==> src/rtl/l1_dcache_wb.sv <==
// l1_dcache_wb: direct-mapped, write-back, write-allocate L1 data cache with miss freeze.
// Serves hits in the same cycle; on a miss it freezes the pipeline for writeback and refill.
`default_nettype none
`timescale 1ns/1ps

module l1_dcache_wb #(
  parameter int NUM_LINES      = 8,
  parameter int WORDS_PER_LINE = 4,
  parameter int CNT_W          = 16
) (
  input  logic             CLK,
  input  logic             RSTn,
  input  logic             req_rd,
  input  logic             req_wr,
  input  logic [11:0]      req_addr,
  input  logic [31:0]      req_wdata,
  input  logic [3:0]       req_be,
  output logic [31:0]      rdata,
  output logic             freeze,
  output logic [11:0]      mem_addr,
  output logic             mem_wen,
  output logic [3:0]       mem_be,
  output logic [31:0]      mem_dout,
  input  logic [31:0]      mem_din,
  output logic [CNT_W-1:0] hit_cnt,
  output logic [CNT_W-1:0] miss_cnt
);

  localparam int OFF_W = $clog2(WORDS_PER_LINE);
  localparam int IDX_W = $clog2(NUM_LINES);
  localparam int TAG_W = 10 - OFF_W - IDX_W;
  localparam int CW    = OFF_W + 1;
  localparam logic [CW-1:0]    CNT_LAST    = CW'(WORDS_PER_LINE);
  localparam logic [CW-1:0]    CNT_WB_LAST = CW'(WORDS_PER_LINE - 1);
  localparam logic [OFF_W-1:0] OFF0        = '0;

  typedef enum logic [1:0] {IDLE, WRITEBACK, REFILL} state_t;

  state_t                 state;
  logic [CW-1:0]          cnt;
  logic [NUM_LINES-1:0]   valid;
  logic [NUM_LINES-1:0]   dirty;
  logic [TAG_W-1:0]       tags [NUM_LINES];
  logic [31:0]            data [NUM_LINES*WORDS_PER_LINE];
  logic [TAG_W-1:0]       miss_tag;
  logic [IDX_W-1:0]       miss_idx;

  logic [TAG_W-1:0]       req_tag;
  logic [IDX_W-1:0]       req_idx;
  logic [OFF_W-1:0]       req_off;
  logic                   req;
  logic                   hit;
  logic                   victim_dirty;
  logic [CW-1:0]          cnt_m1;

  assign req_tag      = req_addr[11 -: TAG_W];
  assign req_idx      = req_addr[2+OFF_W +: IDX_W];
  assign req_off      = req_addr[2 +: OFF_W];
  assign req          = req_rd | req_wr;
  assign hit          = (state == IDLE) && req && valid[req_idx] && (tags[req_idx] == req_tag);
  assign victim_dirty = valid[req_idx] & dirty[req_idx];
  assign cnt_m1       = cnt - 1'b1;
  assign freeze       = (state != IDLE) || (req && !hit);
  assign rdata        = (hit && req_rd) ? data[{req_idx, req_off}] : 32'd0;
  assign mem_be       = 4'b1111;

  wire unused = &{1'b0, req_addr[1:0], cnt_m1[CW-1]};

  // The miss-detect cycle already issues the first memory beat (writeback word 0 or refill word 0).
  always_comb begin
    mem_wen  = 1'b1;
    mem_addr = 12'd0;
    mem_dout = 32'd0;
    case (state)
      IDLE: begin
        if (req && !hit) begin
          if (victim_dirty) begin
            mem_wen  = 1'b0;
            mem_addr = {tags[req_idx], req_idx, OFF0, 2'b00};
            mem_dout = data[{req_idx, OFF0}];
          end else begin
            mem_addr = {req_tag, req_idx, OFF0, 2'b00};
          end
        end
      end
      WRITEBACK: begin
        mem_wen  = 1'b0;
        mem_addr = {tags[miss_idx], miss_idx, cnt[OFF_W-1:0], 2'b00};
        mem_dout = data[{miss_idx, cnt[OFF_W-1:0]}];
      end
      REFILL: begin
        mem_addr = {miss_tag, miss_idx, cnt[OFF_W-1:0], 2'b00};
      end
      default: ;
    endcase
  end

  always_ff @(posedge CLK) begin
    if (!RSTn) begin
      state    <= IDLE;
      cnt      <= '0;
      valid    <= '0;
      dirty    <= '0;
      miss_tag <= '0;
      miss_idx <= '0;
      hit_cnt  <= '0;
      miss_cnt <= '0;
    end else begin
      case (state)
        IDLE: begin
          if (hit) begin
            if (hit_cnt != {CNT_W{1'b1}}) hit_cnt <= hit_cnt + 1'b1;
            if (req_wr) begin
              for (int b = 0; b < 4; b++)
                if (req_be[b]) data[{req_idx, req_off}][8*b +: 8] <= req_wdata[8*b +: 8];
              dirty[req_idx] <= 1'b1;
            end
          end else if (req) begin
            if (miss_cnt != {CNT_W{1'b1}}) miss_cnt <= miss_cnt + 1'b1;
            miss_tag <= req_tag;
            miss_idx <= req_idx;
            cnt      <= CW'(1);
            state    <= victim_dirty ? WRITEBACK : REFILL;
          end
        end
        WRITEBACK: begin
          if (cnt == CNT_WB_LAST) begin
            dirty[miss_idx] <= 1'b0;
            cnt             <= '0;
            state           <= REFILL;
          end else begin
            cnt <= cnt + 1'b1;
          end
        end
        REFILL: begin
          // mem_din holds the word addressed in the previous cycle.
          if (cnt != '0) data[{miss_idx, cnt_m1[OFF_W-1:0]}] <= mem_din;
          if (cnt == CNT_LAST) begin
            tags[miss_idx]  <= miss_tag;
            valid[miss_idx] <= 1'b1;
            dirty[miss_idx] <= 1'b0;
            cnt             <= '0;
            state           <= IDLE;
          end else begin
            cnt <= cnt + 1'b1;
          end
        end
        default: state <= IDLE;
      endcase
    end
  end

endmodule

`default_nettype wire
==> config.mk <==
export PLATFORM = sky130hd
export DESIGN_NAME = l1_dcache_wb
export DESIGN_NICKNAME = d
export VERILOG_FILES = /design/src/rtl/l1_dcache_wb.sv
export SDC_FILE = /design/constraint.sdc
export NUM_CORES = 1
export LEC_CHECK = 0
export CORE_MARGIN = 8
export CORE_UTILIZATION = 41
export DETAILED_ROUTE_END_ITERATION = 8
export PLACE_DENSITY = 0.63
export SLEW_MARGIN = 0
export SYNTH_ARGS = -nofsm -noshare
export SYNTH_HDL_FRONTEND = slang
export SYNTH_SLANG_ARGS = --single-unit
==> constraint.sdc <==
create_clock -name CLK -period 4.9 [get_ports CLK]
set_input_delay 0.98 -clock CLK [delete_from_list [all_inputs] [get_ports CLK]]
set_output_delay 0.98 -clock CLK [all_outputs]
set_load 0.05 [all_outputs]
==> results of run 1 <==
[logic make-up after synthesis]
| kind of cell | synth area share [%] |
|---|---|
| compound gates | 7.352 |
| fa+ha+maj | 0.2549 |
| mux | 23.50 |
| buf+inv | 2.442 |
| simple gates | 4.820 |
| xor+xnor | 0.07880 |
| flops | 61.54 |
| other cells | 0.01391 |
[report_power, final]
group          total (uW)  switching, uW  leakage, uW  internal (uW)
clock network        8970           3810      0.00185           5160
logic                2540           1470      0.00831           1070
registers           10700           57.2       0.0101          10700
total               22200           5340       0.0203          16900
[registers in the layout (all words and copies together) (netlist names), named ones only]
signal    count
valid         8
data       1024
miss_idx      3
state         2
miss_tag      5
miss_cnt     16
tags         40
cnt           3
hit_cnt      16
dirty         8
[through the flow]
step	hold slack, ns	total power [uW]	std cells	setup TNS (ns)	utilization (%)
4_1_cts	0.4523	22320	5324	0	49.63
2_1_floorplan	0.4211	12500	3129	0	-
6_report	0.4503	22220	5326	0	49.65
3_5_place_dp	0.4385	13450	5116	-0.0004836	46.74
5_1_grt	0.4607	22790	5324	0	49.65
3_3_place_gp	0.4279	13440	5116	-0.05480	46.74
[layout make-up]
type | instances | area share [%]
multi-input combinational | 1687 | 31.18
timing repair buffer | 525 | 8.440
tap | 1755 | 3.373
inverter | 21 | 0.1211
antenna | 2 | 0.007687
clock inverter | 74 | 1.266
clock buffer | 134 | 4.562
sequential | 1128 | 51.05
[worst paths after layout]
kind | from | depth (start not counted) | slack, ns | to
max reg2reg | state[0] | 9 | 1.12 | data[13][30]
min | valid[6] | 1 | 0.45 | valid[6]
max | req_addr[6] | 13 | 0.07 | mem_dout[20]
min reg2reg | valid[6] | 1 | 0.45 | valid[6]
[critical path: stages]
cell,delay [ns]
clkdlybuf4s50_1,0.44
buf_12,0.17
nand2_1,0.18
buf_4,0.25
nor2_1,0.08
a22o_1,0.28
o41ai_4,0.32
buf_4,0.22
nor2_4,0.07
buf_12,0.17
a32o_1,0.27
buf_4,0.16
buf_4,0.19
[timing repair]
item                                   in CTS  in global routing
setup endpoints to repair                   2                 53
endpoints found under the hold margin       0                  0
resized for setup                           2                  5
[layer usage]
metal / part of all wire, % / vias up / global-route usage [%]
met1: 38 / 18310 / 32.27
met4: 4.2 / 2 / 9.352
met5: 0.0074 / - / 0
met3: 11 / 396 / 5.960
li1: - / 14200 / -
met2: 46 / 2154 / 37.53
[cells in the final DEF, fill, tap and decap left out, types with 5 or more instances in the layout]
cell type / count
inv_1: 20
edfxtp_1: 1064
o221ai_1: 5
clkbuf_16: 116
a21o_1: 9
mux4_2: 526
dfxtp_1: 62
nand2b_1: 10
buf_12: 101
a311oi_1: 8
a22o_1: 7
nor2_1: 125
or4_1: 45
ha_1: 10
nand2_1: 61
clkdlybuf4s50_1: 110
nand3_1: 17
nor4_1: 8
a21oi_2: 9
a21oi_1: 49
a22oi_1: 135
mux2i_1: 38
buf_4: 309
bufinv_16: 16
nand3_4: 6
o21ai_0: 20
a32o_1: 30
nor3_1: 8
mux2_2: 41
nor3_2: 130
o22ai_1: 244
or3_1: 5
conb_1: 6
clkinv_1: 27
clkbuf_1: 18
clkinv_2: 22
o31ai_1: 15
nand4_1: 40
==> results.sh, run 1 <==
export IMPL_status="finished, final reports clean"
export IMPL_yosys_register_bits=1128
export IMPL_grt_ovfl_total=0
export IMPL_clk_latency_ns=0.76
export IMPL_clkTransAtPathRegs_ns=0.06
export IMPL_cts_sinks=1128
export IMPL_async_flop_share_pct=0
export IMPL_synth_most_common_cell="edfxtp_1"
export IMPL_worstSetupPathType="input port to output port"
export IMPL_netlist_area_sq_mm=0.05400
export IMPL_syn_inst=3125
export IMPL_synth_area_top_cells="edfxtp_1 (59%), mux4_2 (22%), o22ai_1 (2.8%)"
export IMPL_rsz0062_at_grt="no"
export IMPL_worstPathArrival_ns=3.85
export IMPL_first_global_vias=35230
export IMPL_start_util_pct=41.18
export IMPL_cts_setup_buffers=0
export IMPL_ys_types=70
export IMPL_avgSynthCellArea_sq_um=17.28
export IMPL_finalCriticalPeriod_ns=4.835
export IMPL_seqCellArea_sq_mm=0.03324
export IMPL_fin_crit_sh_pct=98.67
export IMPL_pre_cts_ws_ns=-0.0004836
export IMPL_worstSetupEndpointType="output port"
export IMPL_num_vias=35060
export IMPL_core_area_sq_mm=0.1311
export IMPL_hold_path_class="register to register"
export IMPL_ys_flop_type="edfxtp_1"
export IMPL_ant_nets=0
export IMPL_synth_top_cell_by_area="edfxtp_1"
export IMPL_core_rowCount=133
export IMPL_cts_buffers_inserted=116
export IMPL_maxClockFrequency_ghz=0.2068
export IMPL_io_buffers=189
export IMPL_viasPerCell=6.584
export IMPL_grt_use_total_pct=23.94
export IMPL_cts_tree="done"
export IMPL_synth_top_area_share_pct=59.17
export IMPL_p_leak_uw=0.02025
export IMPL_max_slew_margin_pct=17.93
export IMPL_gp_congestion=0.8633
export IMPL_io_pin_count=198
export IMPL_die_x_microns=378.9
export IMPL_synth_edf_count=1064
export IMPL_peakVddDrop_v=0.0002971
export IMPL_routedWlPerCell_microns=32.89
export IMPL_wirelength_microns=175200
export IMPL_post_dp_hpwl_microns=113000
export IMPL_post_route_drc_count=0
export IMPL_area_growth_pct=20.57
export IMPL_fin_ws_ns=0.06539
export IMPL_worstMarginPinSlew_ns=1.224
export IMPL_cts_htree_levels=3
export IMPL_hold_viol_final=0
export IMPL_die_h_microns=378.9
export IMPL_maxCapViolCount=0
export IMPL_n_fill_cell=10820
export IMPL_fin_nets=3574
export IMPL_synth_warnings=0
export IMPL_yosys_top_cells_count="edfxtp_1 (1064), mux4_2 (526), o22ai_1 (245), clkbuf_1 (197), a22oi_1 (135)"
export IMPL_drt_first_pass_iters=6
export IMPL_cts_path_max_buffers=3
export IMPL_cts_hold_fix_buffers=0
export IMPL_placed_area_sq_mm=0.06129
export IMPL_skew_ns=0.05822
export IMPL_grt_start_max_net_pins=72
export IMPL_fin_area_sq_mm=0.06511
export IMPL_die_area_sq_mm=0.1436
export IMPL_setup_viol=0
export IMPL_antenna_found_initial=2
export IMPL_grt_pass1_wl_microns=250400
export IMPL_seq_area_frac_synth_pct=61.54
export IMPL_power_density_mw_per_mm2=341.4
export IMPL_drive_above_1_share_pct=37.27
export IMPL_cp_max_fo=15
export IMPL_cp_data_required_time_ns=3.92
export IMPL_critPathLaunchType="input port"
export IMPL_finalMaxSlewViolations=0
export IMPL_drtIter0Drc=4078
export IMPL_multi_input_area_sq_mm=0.02030
export IMPL_clock_tree_root_cell="clkbuf_16"
No activity file was read; power rests on OpenSTA's default activity.
==> inputs of run 2 (changes only) <==
==> constraint.sdc (replaced) <==
create_clock -name CLK -period 5.7 [get_ports CLK]
set_input_delay 1.14 -clock CLK [delete_from_list [all_inputs] [get_ports CLK]]
set_output_delay 1.14 -clock CLK [all_outputs]
set_load 0.05 [all_outputs]
==> results.sh, run 2 (synthesis gave the netlist of run 1 again) <==
export IMPL_ant_nets=0
export IMPL_finalMaxSlewViolations=0
export IMPL_clkTransAtPathRegs_ns=0.06
export IMPL_die_x_microns=378.9
export IMPL_die_area_sq_mm=0.1436
export IMPL_num_vias=35150
export IMPL_placed_area_sq_mm=0.06051
export IMPL_finalCriticalPeriod_ns=5.482
export IMPL_grt_ovfl_total=0
export IMPL_status="finished, final reports clean"
export IMPL_p_leak_uw=0.01983
export IMPL_cts_path_max_buffers=3
export IMPL_clkPwrFrac_pct=40.2
export IMPL_path_cells="clkdlybuf4s50_1, nand2b_1, o22ai_1, o21a_1, o221ai_1, o21ai_2, nor2_4, buf_12, a32o_1, buf_4"
export IMPL_slowest_stage="clkdlybuf4s50_1"
export IMPL_setup_viol=0
export IMPL_fin_crit_sh_pct=96.18
export IMPL_largest_register="data"
export IMPL_max_slew_margin_pct=14.90
export IMPL_routedWlPerCell_microns=33.49
export IMPL_peakVddDrop_v=0.0002462
export IMPL_maxClockFrequency_ghz=0.1824
export IMPL_start_util_pct=41.18
export IMPL_clk_latency_ns=0.75
export IMPL_largest_reg_flops=1024
export IMPL_io_buffers=189
export IMPL_power_switching_uw=4614
export IMPL_post_dp_hpwl_microns=111800
export IMPL_final_common_cell="edfxtp_1"
export IMPL_cts_hold_fix_buffers=0
export IMPL_wirelength_microns=176800
export IMPL_power_density_mw_per_mm2=295.2
export IMPL_fin_nets=3519
export IMPL_cp_max_fo=21
export IMPL_fin_area_sq_mm=0.06434
export IMPL_io_pin_count=198
export IMPL_antenna_found_initial=3
export IMPL_setup_tns_ns=0
export IMPL_grt_pass1_wl_microns=253100
export IMPL_grt_start_max_net_pins=83
export IMPL_worstMarginPinSlew_ns=1.277
export IMPL_clock_tree_root_cell="clkbuf_16"
export IMPL_worstSetupPathType="input port to output port"
export IMPL_hold_viol_final=0
export IMPL_seqPwrFrac_pct=48.5
export IMPL_viasPerCell=6.658
export IMPL_cts_setup_buffers=0
export IMPL_crit_path_max_incr_delay_ns=0.71
export IMPL_power_total_uw=18990
export IMPL_grt_use_total_pct=24.22
export IMPL_comb_power_share_pct=11.3
export IMPL_gp_congestion=0.8728
export IMPL_first_global_vias=35130
export IMPL_worstSetupEndpointType="output port"
export IMPL_critPathLaunchType="input port"
export IMPL_drive_above_1_share_pct=36.34
export IMPL_sw_frac_of_total_pct=24.29
export IMPL_area_growth_pct=19.15
export IMPL_post_route_drc_count=0
export IMPL_drt_first_pass_iters=7
export IMPL_worstPathArrival_ns=4.34
export IMPL_hold_path_class="register to register"
export IMPL_maxCapViolCount=0
export IMPL_cp_data_required_time_ns=4.56
export IMPL_core_area_sq_mm=0.1311
export IMPL_drtIter0Drc=4777
export IMPL_cts_resized_gates=0
export IMPL_mostFrequentLayoutCells="edfxtp_1 (1064), mux4_2 (526), buf_4 (282), o22ai_1 (245), a22oi_1 (135)"
export IMPL_cts_sinks=1128
export IMPL_skew_ns=0.04660
export IMPL_core_rowCount=133
export IMPL_rsz0062_at_grt="no"
export IMPL_cts_tree="done"
export IMPL_cts_buffers_inserted=115
export IMPL_p_int_uw=14380
export IMPL_reg_largest_list="data: 1024 flops, tags: 40 flops"
export IMPL_die_h_microns=378.9
export IMPL_cts_htree_levels=3
run 2: path summary, 6_finish.rpt:
kind,start,to,slack (ns),cells past startpoint
hold / removal,valid[6],valid[6],0.45,1
setup / recovery,req_addr[5],mem_dout[17],0.22,10
setup reg to reg,cnt[0],data[7][20],1.57,9
hold reg to reg,valid[6],valid[6],0.45,1
run 2: power by group through the flow:
stage	registers [uW]	logic (uW)	clock network, uW
after global routing	9220	2260	8000
after floorplan	9360	1390	0
after CTS	9220	2140	7710
after detailed placement	9390	2140	0
final	9210	2150	7630
after global placement	9390	2130	0
run 2: per-layer routing:
layer	vias to the layer above	GRT usage [%]	routed length [microns]	share of wire (%)
met1	18340	32.64	66130	37
met2	2294	38.35	82920	47
li1	14060	-	-	-
met3	447	5.508	19600	11
met5	-	0	0	0
met4	0	9.558	8144	4.6
run 2: area by class of cell:
| type | count | area, sq um |
|---|---|---|
| tap | 1755 | 2196 |
| sequential | 1128 | 33240 |
| inverter | 21 | 78.83 |
| multi-input combinational | 1687 | 20280 |
| fill | 10850 | 66790 |
| clock buffer | 138 | 3079 |
| clock inverter | 77 | 713.2 |
| antenna | 2 | 5.005 |
| timing repair buffer | 471 | 4750 |
run 2: worst max-delay path, delay by kind of cell:
kind,cells,cell delay (ns)
simple gates,2,0.57
buf+inv,3,1.27
compound gates,5,1.33
run 2: per-stage QoR:
| step | setup slack (ns) | utilization, % | std cells | hold WS, ns |
|---|---|---|---|---|
| floorplan | 0.7037 | - | 3129 | 0.4211 |
| global placement | 0.1035 | 46.14 | 5059 | 0.4283 |
| detailed placement | 0.02942 | 46.14 | 5059 | 0.4359 |
| CTS | 0.002410 | 49.04 | 5274 | 0.4503 |
| global route | 0.08633 | 49.06 | 5278 | 0.4604 |
| finish | 0.2176 | 49.07 | 5279 | 0.4519 |
